`config.mk`:
```
export PLATFORM = sky130hd
export DESIGN_NAME = serial_subtractor_flat
export DESIGN_NICKNAME = d
export VERILOG_FILES = /design/src/rtl/serial_subtractor_if.sv /design/src/rtl/serial_subtractor.sv /design/src/flat_wrapper.sv
export SDC_FILE = /design/constraint.sdc
export NUM_CORES = 1
export LEC_CHECK = 0
export CORE_MARGIN = 4
export CORE_UTILIZATION = 30
export CTS_BUF_LIST = sky130_fd_sc_hd__clkbuf_16
export CTS_CLUSTER_SIZE = 25
export DETAILED_ROUTE_END_ITERATION = 8
export DONT_BUFFER_PORTS = 1
export HOLD_SLACK_MARGIN = 0.1
export PLACE_DENSITY = 0.52
export SYNTH_ARGS = -nofsm -noshare
export SYNTH_HDL_FRONTEND = slang
export SYNTH_SLANG_ARGS = --single-unit
```
`constraint.sdc`:
```
create_clock -name clk -period 3.3 [get_ports clk]
set_clock_uncertainty 0.2 [all_clocks]
set_input_delay 0.165 -clock clk [delete_from_list [all_inputs] [get_ports clk]]
set_output_delay 0.165 -clock clk [all_outputs]
set_load 0.02 [all_outputs]
```
`src/rtl/serial_subtractor_if.sv`:
```
// serial_subtractor_if
//   Start/done handshake and operand/result bus of the bit-serial subtractor.
//   master : requester side (drives start/a/b, observes status and result)
//   slave  : subtractor side
//   start       request, sampled only while the subtractor is idle
//   a, b        minuend / subtrahend, captured on an accepted start
//   busy        high while an operation is in flight
//   done        one-cycle pulse, result fields valid
//   diff        (a - b) mod 2^WIDTH
//   borrow_out  borrow out of the MSB stage (a < b unsigned)
//   zero        diff == 0
interface serial_subtractor_if #(
   parameter int WIDTH = 8
);
   logic             start;
   logic [WIDTH-1:0] a;
   logic [WIDTH-1:0] b;
   logic             busy;
   logic             done;
   logic [WIDTH-1:0] diff;
   logic             borrow_out;
   logic             zero;

   modport master (
      output start, a, b,
      input  busy, done, diff, borrow_out, zero
   );

   modport slave (
      input  start, a, b,
      output busy, done, diff, borrow_out, zero
   );
endinterface

```
`src/rtl/serial_subtractor.sv`:
```
// serial_subtractor
//   Bit-serial unsigned subtractor, LSB first, one bit per clock through a
//   full-subtractor cell with a registered borrow. Result fields are held
//   from one done pulse to the next.
//   clk  rising-edge clock
//   rst  asynchronous active-high reset
//   bus  serial_subtractor_if slave: start/a/b in, busy/done/diff/borrow_out/zero out
//
// state | meaning
// IDLE  | waiting for start, operands captured on accept
// SHIFT | one difference bit per cycle, WIDTH cycles
// DONE  | done pulse, result registers just updated
module serial_subtractor #(
   parameter int WIDTH = 8
) (
   input  logic               clk,
   input  logic               rst,
   serial_subtractor_if.slave bus
);
   localparam int CW = (WIDTH > 2) ? $clog2(WIDTH) : 1;
   localparam logic [CW-1:0] CNT_LAST = CW'(WIDTH - 1);

   localparam logic [1:0] IDLE  = 2'd0;
   localparam logic [1:0] SHIFT = 2'd1;
   localparam logic [1:0] DONE  = 2'd2;

   logic [1:0]       state;
   logic [WIDTH-1:0] a_sh;
   logic [WIDTH-1:0] b_sh;
   logic [WIDTH-1:0] res_sh;
   logic             br;
   logic [CW-1:0]    cnt;

   logic             x;
   logic             y;
   logic             d;
   logic             br_next;
   logic [WIDTH-1:0] res_next;

   always_comb begin
      x        = a_sh[0];
      y        = b_sh[0];
      d        = x ^ y ^ br;
      br_next  = (~x & y) | (~(x ^ y) & br);
      // New bit enters at the MSB; after WIDTH shifts the first (LSB) bit sits at bit 0.
      res_next = {d, res_sh[WIDTH-1:1]};
   end

   always_ff @(posedge clk or posedge rst) begin
      if (rst) begin
         state          <= IDLE;
         a_sh           <= '0;
         b_sh           <= '0;
         res_sh         <= '0;
         br             <= 1'b0;
         cnt            <= '0;
         bus.busy       <= 1'b0;
         bus.done       <= 1'b0;
         bus.diff       <= '0;
         bus.borrow_out <= 1'b0;
         bus.zero       <= 1'b1;
      end else begin
         case (state)
            IDLE: begin
               bus.done <= 1'b0;
               if (bus.start) begin
                  a_sh     <= bus.a;
                  b_sh     <= bus.b;
                  res_sh   <= '0;
                  br       <= 1'b0;
                  cnt      <= '0;
                  bus.busy <= 1'b1;
                  state    <= SHIFT;
               end
            end
            SHIFT: begin
               a_sh   <= a_sh >> 1;
               b_sh   <= b_sh >> 1;
               res_sh <= res_next;
               br     <= br_next;
               if (cnt == CNT_LAST) begin
                  bus.diff       <= res_next;
                  bus.borrow_out <= br_next;
                  bus.zero       <= (res_next == '0);
                  bus.done       <= 1'b1;
                  state          <= DONE;
               end else begin
                  cnt <= cnt + 1'b1;
               end
            end
            DONE: begin
               bus.done <= 1'b0;
               bus.busy <= 1'b0;
               state    <= IDLE;
            end
            default: begin
               bus.done <= 1'b0;
               bus.busy <= 1'b0;
               state    <= IDLE;
            end
         endcase
      end
   end
endmodule

```
`src/flat_wrapper.sv`:
```
// flat-port wrapper written by rule: the top's interface ports become plain ports
module serial_subtractor_flat 
#(
   parameter int WIDTH = 8
)
  (clk, rst, bus_start, bus_a, bus_b, bus_busy, bus_done, bus_diff, bus_borrow_out, bus_zero);
  serial_subtractor_if #(.WIDTH(WIDTH)) bus_i ();
  input  logic clk;
  input  logic rst;
  input wire logic [$bits(bus_i.start)-1:0] bus_start;
  input wire logic [$bits(bus_i.a)-1:0] bus_a;
  input wire logic [$bits(bus_i.b)-1:0] bus_b;
  output wire logic [$bits(bus_i.busy)-1:0] bus_busy;
  output wire logic [$bits(bus_i.done)-1:0] bus_done;
  output wire logic [$bits(bus_i.diff)-1:0] bus_diff;
  output wire logic [$bits(bus_i.borrow_out)-1:0] bus_borrow_out;
  output wire logic [$bits(bus_i.zero)-1:0] bus_zero;
  assign bus_i.start = bus_start;
  assign bus_i.a = bus_a;
  assign bus_i.b = bus_b;
  assign bus_busy = bus_i.busy;
  assign bus_done = bus_i.done;
  assign bus_diff = bus_i.diff;
  assign bus_borrow_out = bus_i.borrow_out;
  assign bus_zero = bus_i.zero;
  serial_subtractor #(.WIDTH(WIDTH)) u_core (.clk(clk), .rst(rst), .bus(bus_i));
endmodule
```
==> metrics.cfg, run 1 <==
[placement]
gp_congestion = 0.756
port_buffers = 0
place_inst = 218
dpl_cell_area_mm2 = 0.00182
hpwlAfterDp_mm = 2.49

[synth]
syn_inst = 154
yosysUniqueCellTypes = 25
syn_nets = 176
synth_seq_area_share = 0.576
synth.avg_cell_area_um2 = 11.6
netlist_area_mm2 = 0.00178
yosys_register_bits = 41
yosys_warnings = 0

[routing]
wl_met1_mm = 1.63
wl_met2_mm = 1.60
drc_errors = 0
first_iter_violations = 72
vias = 1196
firstDrtPassIters = 4
drt-total-wl_mm = 3.53
ant_nets = 0
highest_layer = met4
route.met3.wl_um = 280
wl_per_cell_um = 14.5
avgViaCountPerCell = 4.90

[setup_path]
crit_required_ns = 3.30
worst-path-buf-inv = 1
worstPathArrival_ns = 2.06
path_class = flip-flop to flip-flop
r2r.worst_path.cells = 4
endpoint_kind = flip-flop
path_depth = 4
start_kind = flip-flop
crit_path_max_fanout = 27
crit_slowest_cell = o21bai_2
path_cells = o21bai_2 > buf_4 > nand2_1 > o21ai_0
path_delay_family = compound AO/OA/AOI/OAI gates
r2r_slack_ns = 1.23
critPathMaxStageDelay_ns = 0.80

[sta]
finalWorstPathRequiredPeriod_ns = 2.07
max_freq_ghz = 0.484
worst_pin_slew_ns = 0.992
finalSetupViolations = 0
holdWs_ns = 0.187
slew_viol_final = 0
tns_ns = 0
rsz0062_at_grt = no
final-hold-violation-count = 0
relSlewSlack = 0.338
min_period_over_period = 0.626

[die]
die_w_um = 85.1
dieArea_mm2 = 0.00725
start_util = 0.316
rows = 27
ioPinCount = 31
core_area_mm2 = 0.00564
die_y_um = 85.1

[flow_run]
maxCapViolCount = 0

[clocking]
clk_latency_ns = 0.28
path_clk_slew_ns = 0.06
htreeDepth = 2
cts_buffer_depth = 2
clockRootBuffer = clkbuf_16
cts_tree = yes
cts_made_buffers = 5
cts.sinks = 41

[grt]
overflow = 0
grt_util_all_layers = 0.107
antenna_found_initial = 0
grt_pass1_wl_mm = 6.16
grt_pass1_vias = 1228
grt_max_degree = 28

[cells_and_area]
area_delta_synth_final_pct = 22.7
fin_area_mm2 = 0.00219
drive_above_1_share = 0.0930
fin_nets = 193
stdcell_count = 244
diodes = 0
n_fill_cell = 541

[power_and_ir_drop]
powerDensity_mw_per_mm2 = 1000
power_mw = 2.19
p_leak_nw = 0.977
ir_drop_uv = 511

[worst_hold_path]
hold_depth = 3
min_path_type = primary input to flip-flop

[run_status]
status = finished clean

[through the flow]
step | setup WS [ns] | utilization
after floorplan | 1.53 | -
after global placement | 1.35 | 0.322
after detailed placement | 1.23 | 0.322
after CTS | 1.20 | 0.388
after global routing | 1.01 | 0.388
final | 1.23 | 0.388
[layout by cell type (no fill, tap or decap), types with 5 or more instances in the layout]
cell type,instances
mux2i_1,14
dlygate4sd3_1,18
clkbuf_16,5
o21ai_1,11
inv_1,5
nand2_1,23
dfrtp_1,40
o21ai_0,11
mux2_1,5
a21oi_1,5
a22o_1,7
[metal layers]
| layer | GRT usage | vias to the layer above |
|---|---|---|
| li1 | - | 569 |
| met1 | 0.142 | 587 |
| met2 | 0.160 | 38 |
| met3 | 0.0408 | 2 |
| met4 | 0.0360 | 0 |
| met5 | 0 | - |
[report_power, final]
group,switching [mW],internal [mW],leakage (nW)
Clock,0.192,0.432,0.0938
Combinational,0.303,0.290,0.368
Sequential,0.249,0.724,0.516
[state kept, by name, indices dropped and copies added, names as in the netlist]
| signal | count |
|---|---|
| u_core.a_sh | 8 |
| u_core.b_sh | 8 |
| u_core.br | 1 |
| u_core.bus.borrow_out | 1 |
| u_core.bus.busy | 1 |
| u_core.bus.diff | 8 |
| u_core.bus.done | 1 |
| u_core.bus.zero | 1 |
| u_core.cnt | 3 |
| u_core.res_sh | 7 |
| u_core.state | 2 |
[Yosys cell counts]
library cell / instances / share of area
nor3_1: 1 / 0.0028
buf_6: 3 / 0.019
inv_1: 5 / 0.011
nor4_1: 2 / 0.0070
mux2_2: 3 / 0.019
buf_4: 2 / 0.0084
dfstp_2: 1 / 0.015
dfrtp_1: 40 / 0.56
a22o_1: 7 / 0.034
o21ai_0: 11 / 0.031
o21ai_1: 11 / 0.031
mux2i_1: 14 / 0.079
nor2_1: 4 / 0.0084
nand3b_4: 1 / 0.011
mux2_1: 5 / 0.032
a21oi_1: 5 / 0.014
nand2_1: 23 / 0.048
ha_1: 2 / 0.014
buf_2: 3 / 0.0084
nor2b_1: 4 / 0.014
fa_1: 1 / 0.011
clkbuf_2: 2 / 0.0056
o21bai_1: 1 / 0.0042
nand2b_1: 1 / 0.0035
a22oi_1: 2 / 0.0084
[path summary, 6_finish.rpt]
kind	from	endpoint
max in group asynchronous	rst	u_core.bus.zero
min	bus_start	u_core.b_sh[6]
min reg2reg	u_core.br	u_core.br
min in group asynchronous	rst	u_core.a_sh[1]
max reg2reg	u_core.state[0]	u_core.cnt[0]
max	u_core.state[0]	u_core.cnt[0]
[cell families (layout without fill, tap and decap cells)]
logic type,after synthesis,count (layout),share of synthesized area
muxes,22,22,0.129
and+or+nand+nor,36,36,0.0954
AOI/OAI and AO/OA,37,37,0.123
buffers and inverters,15,33,0.0519
DFF,41,41,0.576
adders and majority gates,3,3,0.0252
[timing repair]
| item | 4_1_cts | 5_1_grt |
|---|---|---|
| hold endpoints to repair | 42 | 0 |
| resized for setup | 0 | 0 |
| hold buffers | 18 | 0 |
| setup buffers | 0 | 0 |
[worst register-to-register path: cells and delay by family (launching register included)]
kind	cells	cell delay (ns)
compound gates	2	0.89
flops	1	0.48
buf+inv	1	0.34
simple gates	1	0.08
[area by class of cell]
| cell class | instances | area, um^2 | area share |
|---|---|---|---|
| inverter | 5 | 18.8 | 0.00857 |
| clock inverter | 3 | 65.1 | 0.0297 |
| clock buffer | 5 | 125 | 0.0571 |
| timing repair buffer | 20 | 195 | 0.0891 |
| tap | 72 | 90.1 | 0.0411 |
| sequential | 41 | 1030 | 0.469 |
| multi-input combinational | 98 | 668 | 0.305 |
Note: power is estimated with default switching activity, not from simulation.
==> run 2, diff against run 1 <==
--- a/config.mk
+++ b/config.mk
@@ -5,6 +5,7 @@
 export SDC_FILE = /design/constraint.sdc
 export NUM_CORES = 1
 export LEC_CHECK = 0
+export ABC_AREA = 1
 export CORE_MARGIN = 4
 export CORE_UTILIZATION = 30
 export CTS_BUF_LIST = sky130_fd_sc_hd__clkbuf_16
==> constraint.sdc (replaced) <==
create_clock -name clk -period 2 [get_ports clk]
set_clock_uncertainty 0.2 [all_clocks]
set_input_delay 0.1 -clock clk [delete_from_list [all_inputs] [get_ports clk]]
set_output_delay 0.1 -clock clk [all_outputs]
set_load 0.02 [all_outputs]
==> run 2 against run 1 <==
Against the previous run:
- die area up 6.9%
- synthesized area up 7.6%
- cell area up 5.9%
- fmax up 13%
- synthesized cell count up 52%
- register-to-register slack worse by 1.1 ns
- sequential share of layout area down 2.6 points
- total power up 71%
- clock power up 24%
- wire length up 8.7%
- critical endpoint is now u_core.a_sh[7]
- highest routed layer unchanged
==> metrics.cfg, run 2 <==
[grt]
grt_util_all_layers = 0.115
antenna_found_initial = 0
grt_max_degree = 42
overflow = 0
grt_pass1_wl_mm = 7.13
grt_pass1_vias = 1580

[synth]
synth_commonest_cells = nand2_1 (68), inv_1 (44), dfrtp_1 (40), nand3_1 (32), nor2_1 (10)
ys.flop_type = dfrtp_1
yosysTopAreaCell = dfrtp_1
syn_inst = 234
netlist_area_mm2 = 0.00192
yosys-top-cells-area = dfrtp_1 (52%), nand2_1 (13%), inv_1 (8.6%), nand3_1 (8.3%), buf_6 (2.3%)
yosysMostFrequentCell = nand2_1
synth_edf_count = 0
synth.avg_cell_area_um2 = 8.21
synth_seq_area_share = 0.535
yosys_warnings = 0
yosysUniqueCellTypes = 17
async_flop_share = 1.00
synth.top_cell.area_share = 0.521
yosys_register_bits = 41
syn_nets = 256

[sta]
min_period_over_period = 0.914
finalSetupViolations = 0
rsz0062_at_grt = no
max_freq_ghz = 0.547
fin_ws_ns = 0.172
final-hold-violation-count = 0
slew_viol_final = 0
relSlewSlack = 0.657
finalWorstPathRequiredPeriod_ns = 1.83
worst_pin_slew_ns = 0.514
tns_ns = 0

[routing]
wl_per_cell_um = 11.6
vias = 1465
first_iter_violations = 85
drt-total-wl_mm = 3.84
firstDrtPassIters = 4
avgViaCountPerCell = 4.41
ant_nets = 0
drc_errors = 0

[setup_path]
crit_slowest_cell = dlygate4sd3_1
path_delay_family = buffers and inverters
path_class = flip-flop to flip-flop
critPathMaxStageDelay_ns = 0.55
worst-path-buf-inv = 3
endpoint_kind = flip-flop
worstPathArrival_ns = 1.82
crit_required_ns = 1.99
path_cells = inv_2 > nand3_1 > inv_1 > nand2_1 > dlygate4sd3_1 > o21ai_0
start_kind = flip-flop
crit_path_max_fanout = 6

[power_and_ir_drop]
comb_power_share = 0.364
power.internal_mw = 2.21
seqPwrFrac = 0.428
switching_share = 0.407
clkPwrFrac = 0.208
powerDensity_mw_per_mm2 = 1610
p_sw_mw = 1.52
p_leak_nw = 1.23
ir_drop_uv = 695

[placement]
hpwlAfterDp_mm = 2.45
dp_worst_setup_slack_ns = 0.412
gp_congestion = 0.671
port_buffers = 0

[cells_and_area]
largestRegisters = u_core.a_sh x8, u_core.b_sh x8, u_core.bus.diff x8
utilization = 0.383
final_common_cell = nand2_1
most-common-layout-cells = nand2_1 (68), inv_1 (44), dfrtp_1 (40), nand3_1 (32), dlygate4sd3_1 (20)
diodes = 0
drive_above_1_share = 0.0856
area_delta_synth_final_pct = 20.8
fin_nets = 278
n_fill_cell = 624

[die]
ioPinCount = 31
dieArea_mm2 = 0.00775
die_w_um = 88.0
start_util = 0.317
core_area_mm2 = 0.00606
die_y_um = 88.0
rows = 28

[clocking]
cts.sinks = 41
cts_made_buffers = 5
clockRootBuffer = clkbuf_16
path_clk_slew_ns = 0.06
cts_tree = yes
cts_buffer_depth = 2
clk_latency_ns = 0.28
htreeDepth = 2
postCtsSetupRepairBufs = 0

[run_status]
status = finished clean

[worst_hold_path]
min_path_type = primary input to asynchronous set/reset pin

[flow_run]
maxCapViolCount = 0

## run 2: cells by family after synthesis
logic type | share of synthesized area
flops | 0.535
fa+ha+maj | 0.0235
buf+inv | 0.129
simple gates | 0.255
compound gates | 0.0580
## run 2: final timing paths
check / slack, ns / from / cells past startpoint / to
min in group clk: 0.31 / u_core.a_sh[6] / 2 / u_core.a_sh[6]
max in group asynchronous: 1.05 / rst / 3 / u_core.b_sh[4]
max: 0.17 / u_core.state[1] / 6 / u_core.a_sh[7]
min reg2reg: 0.31 / u_core.a_sh[6] / 2 / u_core.a_sh[6]
max reg2reg: 0.17 / u_core.state[1] / 6 / u_core.a_sh[7]
min: 0.19 / rst / 3 / u_core.bus.diff[5]
## run 2: tightest hold or removal path: stages
cell           delay (ns)
dlygate4sd3_1        0.54
inv_1                0.05
buf_4                0.43
## run 2: layout make-up
type | instances | area [um^2] | area share
clock buffers | 5 | 125 | 0.0539
clock inverters | 3 | 17.5 | 0.00755
inverters | 46 | 173 | 0.0744
multi-input cells | 137 | 646 | 0.278
flip-flops and latches | 41 | 1030 | 0.443
well taps | 75 | 93.8 | 0.0405
repair buffers | 25 | 238 | 0.102
## run 2: through the flow
step / cells / power (mW) / hold WS [ns] / cell area (um^2)
2_1_floorplan: 234 / 2.68 / 0.0210 / 1920
3_3_place_gp: 304 / 2.95 / -0.0391 / 1980
3_5_place_dp: 304 / 2.97 / -0.0400 / 1980
4_1_cts: 332 / 3.80 / 0.219 / 2320
5_1_grt: 332 / 4.13 / 0.247 / 2320
6_report: 332 / 3.73 / 0.193 / 2320
## run 2: power by group through the flow
stage / Sequential [mW] / Combinational, mW / Clock, mW
2_1_floorplan: 1.56 / 1.12 / 0
3_3_place_gp: 1.61 / 1.34 / 0
3_5_place_dp: 1.62 / 1.35 / 0
4_1_cts: 1.61 / 1.39 / 0.800
5_1_grt: 1.66 / 1.64 / 0.828
6_report: 1.60 / 1.36 / 0.775
## run 2: layer usage
layer | track usage | share of wire
met2 | 0.192 | 0.45
met3 | 0.0339 | 0.054
met5 | 0 | 0
met4 | 0.0247 | 0.0021
met1 | 0.150 | 0.49
## run 2: what timing repair did
item                                   in CTS  in global routing
resized for setup                           0                  0
hold buffers                               20                  0
endpoints found under the hold margin      62                  0
==> run 3, diff against run 2 <==
--- a/config.mk
+++ b/config.mk
@@ -13,7 +13,7 @@
 export DETAILED_ROUTE_END_ITERATION = 8
 export DONT_BUFFER_PORTS = 1
 export HOLD_SLACK_MARGIN = 0.1
-export PLACE_DENSITY = 0.52
+export PLACE_DENSITY = 0.53
 export SYNTH_ARGS = -nofsm -noshare
 export SYNTH_HDL_FRONTEND = slang
 export SYNTH_SLANG_ARGS = --single-unit
==> constraint.sdc (replaced) <==
create_clock -name clk -period 1.6 [get_ports clk]
set_clock_uncertainty 0.2 [all_clocks]
set_input_delay 0.08 -clock clk [delete_from_list [all_inputs] [get_ports clk]]
set_output_delay 0.08 -clock clk [all_outputs]
set_load 0.02 [all_outputs]
==> run 3 against run 2 <==
Against the previous run:
- global-route usage decreased by 0.42 points
- wire length is 2.7% higher
- first-iteration DRC count decreased by 45%
- critical endpoint is now u_core.res_sh[7]
- hold slack got worse by 0.068 ns
- sequential power grew 25%
- register-to-register slack worse by 0.09 ns
- sequential cell count is the same
- worst setup slack lost 0.094 ns
==> metrics.cfg, run 3 (synthesis gave the netlist of run 2 again) <==
[cells_and_area]
fin_nets = 284
area_delta_synth_final_pct = 27.6
stdcell_count = 338
fin_area_mm2 = 0.00245
largestRegisters = u_core.a_sh x8, u_core.b_sh x8, u_core.bus.diff x8
final_common_cell = nand2_1
drive_above_1_share = 0.118
diodes = 0
utilization = 0.404
most-common-layout-cells = nand2_1 (68), inv_1 (42), dfrtp_1 (40), nand3_1 (32), dlygate4sd3_1 (19)

[sta]
min_period_over_period = 0.951
finalWorstPathRequiredPeriod_ns = 1.52
finalSetupViolations = 0
worst_pin_slew_ns = 0.386
rsz0062_at_grt = yes
relSlewSlack = 0.742
slew_viol_final = 0
final-hold-violation-count = 0
max_freq_ghz = 0.657
tns_ns = 0

[die]
ioPinCount = 31
dieArea_mm2 = 0.00775
die_y_um = 88.0
die_w_um = 88.0
rows = 28
start_util = 0.317
core_area_mm2 = 0.00606

[power_and_ir_drop]
powerDensity_mw_per_mm2 = 2120
p_sw_mw = 1.95
seqPwrFrac = 0.384
p_leak_nw = 1.31
power.internal_mw = 3.24
ir_drop_uv = 967
power_mw = 5.19
switching_share = 0.376
clkPwrFrac = 0.253
comb_power_share = 0.362

[routing]
drc_errors = 0
vias = 1504
ant_nets = 0
drt-total-wl_mm = 3.94
wl_per_cell_um = 11.7
firstDrtPassIters = 4
first_iter_violations = 47
avgViaCountPerCell = 4.45

[grt]
overflow = 0
grt_util_all_layers = 0.111
grt_max_degree = 33
antenna_found_initial = 0
grt_pass1_wl_mm = 6.78
grt_pass1_vias = 1478

[clocking]
cts_buffer_depth = 2
clk_latency_ns = 0.28
cts_tree = yes
cts.sinks = 41
cts_made_buffers = 5
htreeDepth = 2
clockRootBuffer = clkbuf_16
path_clk_slew_ns = 0.07

[flow_run]
maxCapViolCount = 0

[setup_path]
start_kind = flip-flop
path_class = flip-flop to flip-flop
endpoint_kind = flip-flop
crit_path_max_fanout = 2
worstPathArrival_ns = 1.53
crit_required_ns = 1.61

[placement]
port_buffers = 0
dpl_cell_area_mm2 = 0.00204
place_inst = 307
gp_congestion = 0.698
hpwlAfterDp_mm = 2.54

[run_status]
status = finished clean

[worst_hold_path]
min_path_type = primary input to asynchronous set/reset pin

## run 3: cell types whose count changed in the layout (fill, tap and decap cells not counted), sizes merged
cell	change
inv	+1
buf	+7
dlygate4sd3	-1
clkinvlp	-1
clkinv	-2
bufinv	+2
## run 3: area by class of cell
class | count | area, um^2
fillers | 616 | 3610
flip-flops and latches | 41 | 1030
multi-input cells | 137 | 646
repair buffers | 31 | 318
inverters | 46 | 173
clock buffers | 5 | 125
well taps | 75 | 93.8
clock inverters | 3 | 68.8
## run 3: metal layers
layer  wire length, um  GRT usage  part of all wire
met2              1790      0.178              0.45
met1              1920      0.145              0.49
met4                34     0.0343            0.0086
met3               193     0.0329             0.049
met5                 0          0                 0
## run 3: through the flow
step	setup WS, ns	hold slack, ns
after floorplan	0.170	0.000955
after global placement	0.122	-0.215
after detailed placement	0.105	-0.221
after CTS	0.0765	0.143
after global routing	-0.0161	0.153
final	0.0780	0.125
## run 3: power groups by stage
stage / Clock, mW / Combinational [mW] / Sequential (mW)
floorplan: 0 / 1.40 / 1.95
finish: 1.32 / 1.88 / 2.00
detailed placement: 0 / 1.75 / 2.01
CTS: 1.34 / 1.80 / 2.00
global route: 1.38 / 2.22 / 2.06
global placement: 0 / 1.74 / 2.01
## run 3: worst max-delay path, cell delays in order, from the launching register on
cell and delay (ns):
dfrtp_1 0.34, inv_2 0.05, fa_1 0.55, buf_4 0.11, inv_1 0.04, o22ai_1 0.16
## run 3: repair_timing
action	4_1_cts	5_1_grt
setup buffers	0	4
hold buffers	19	0
endpoints found under the setup margin	0	1
endpoints found under the hold margin	70	0
resized for setup	0	2
## run 3: path summary, 6_finish.rpt
path / slack, ns / startpoint / endpoint / cells after the start
worst min-delay path: 0.12 / rst / u_core.res_sh[1] / 3
max in group asynchronous: 0.27 / rst / u_core.bus.diff[6] / 3
worst max register to register: 0.08 / u_core.br / u_core.res_sh[7] / 5
worst max-delay path: 0.08 / u_core.br / u_core.res_sh[7] / 5
min in group clk: 0.28 / bus_b[7] / u_core.b_sh[7] / 3
worst min register to register: 0.31 / u_core.a_sh[5] / u_core.a_sh[5] / 2
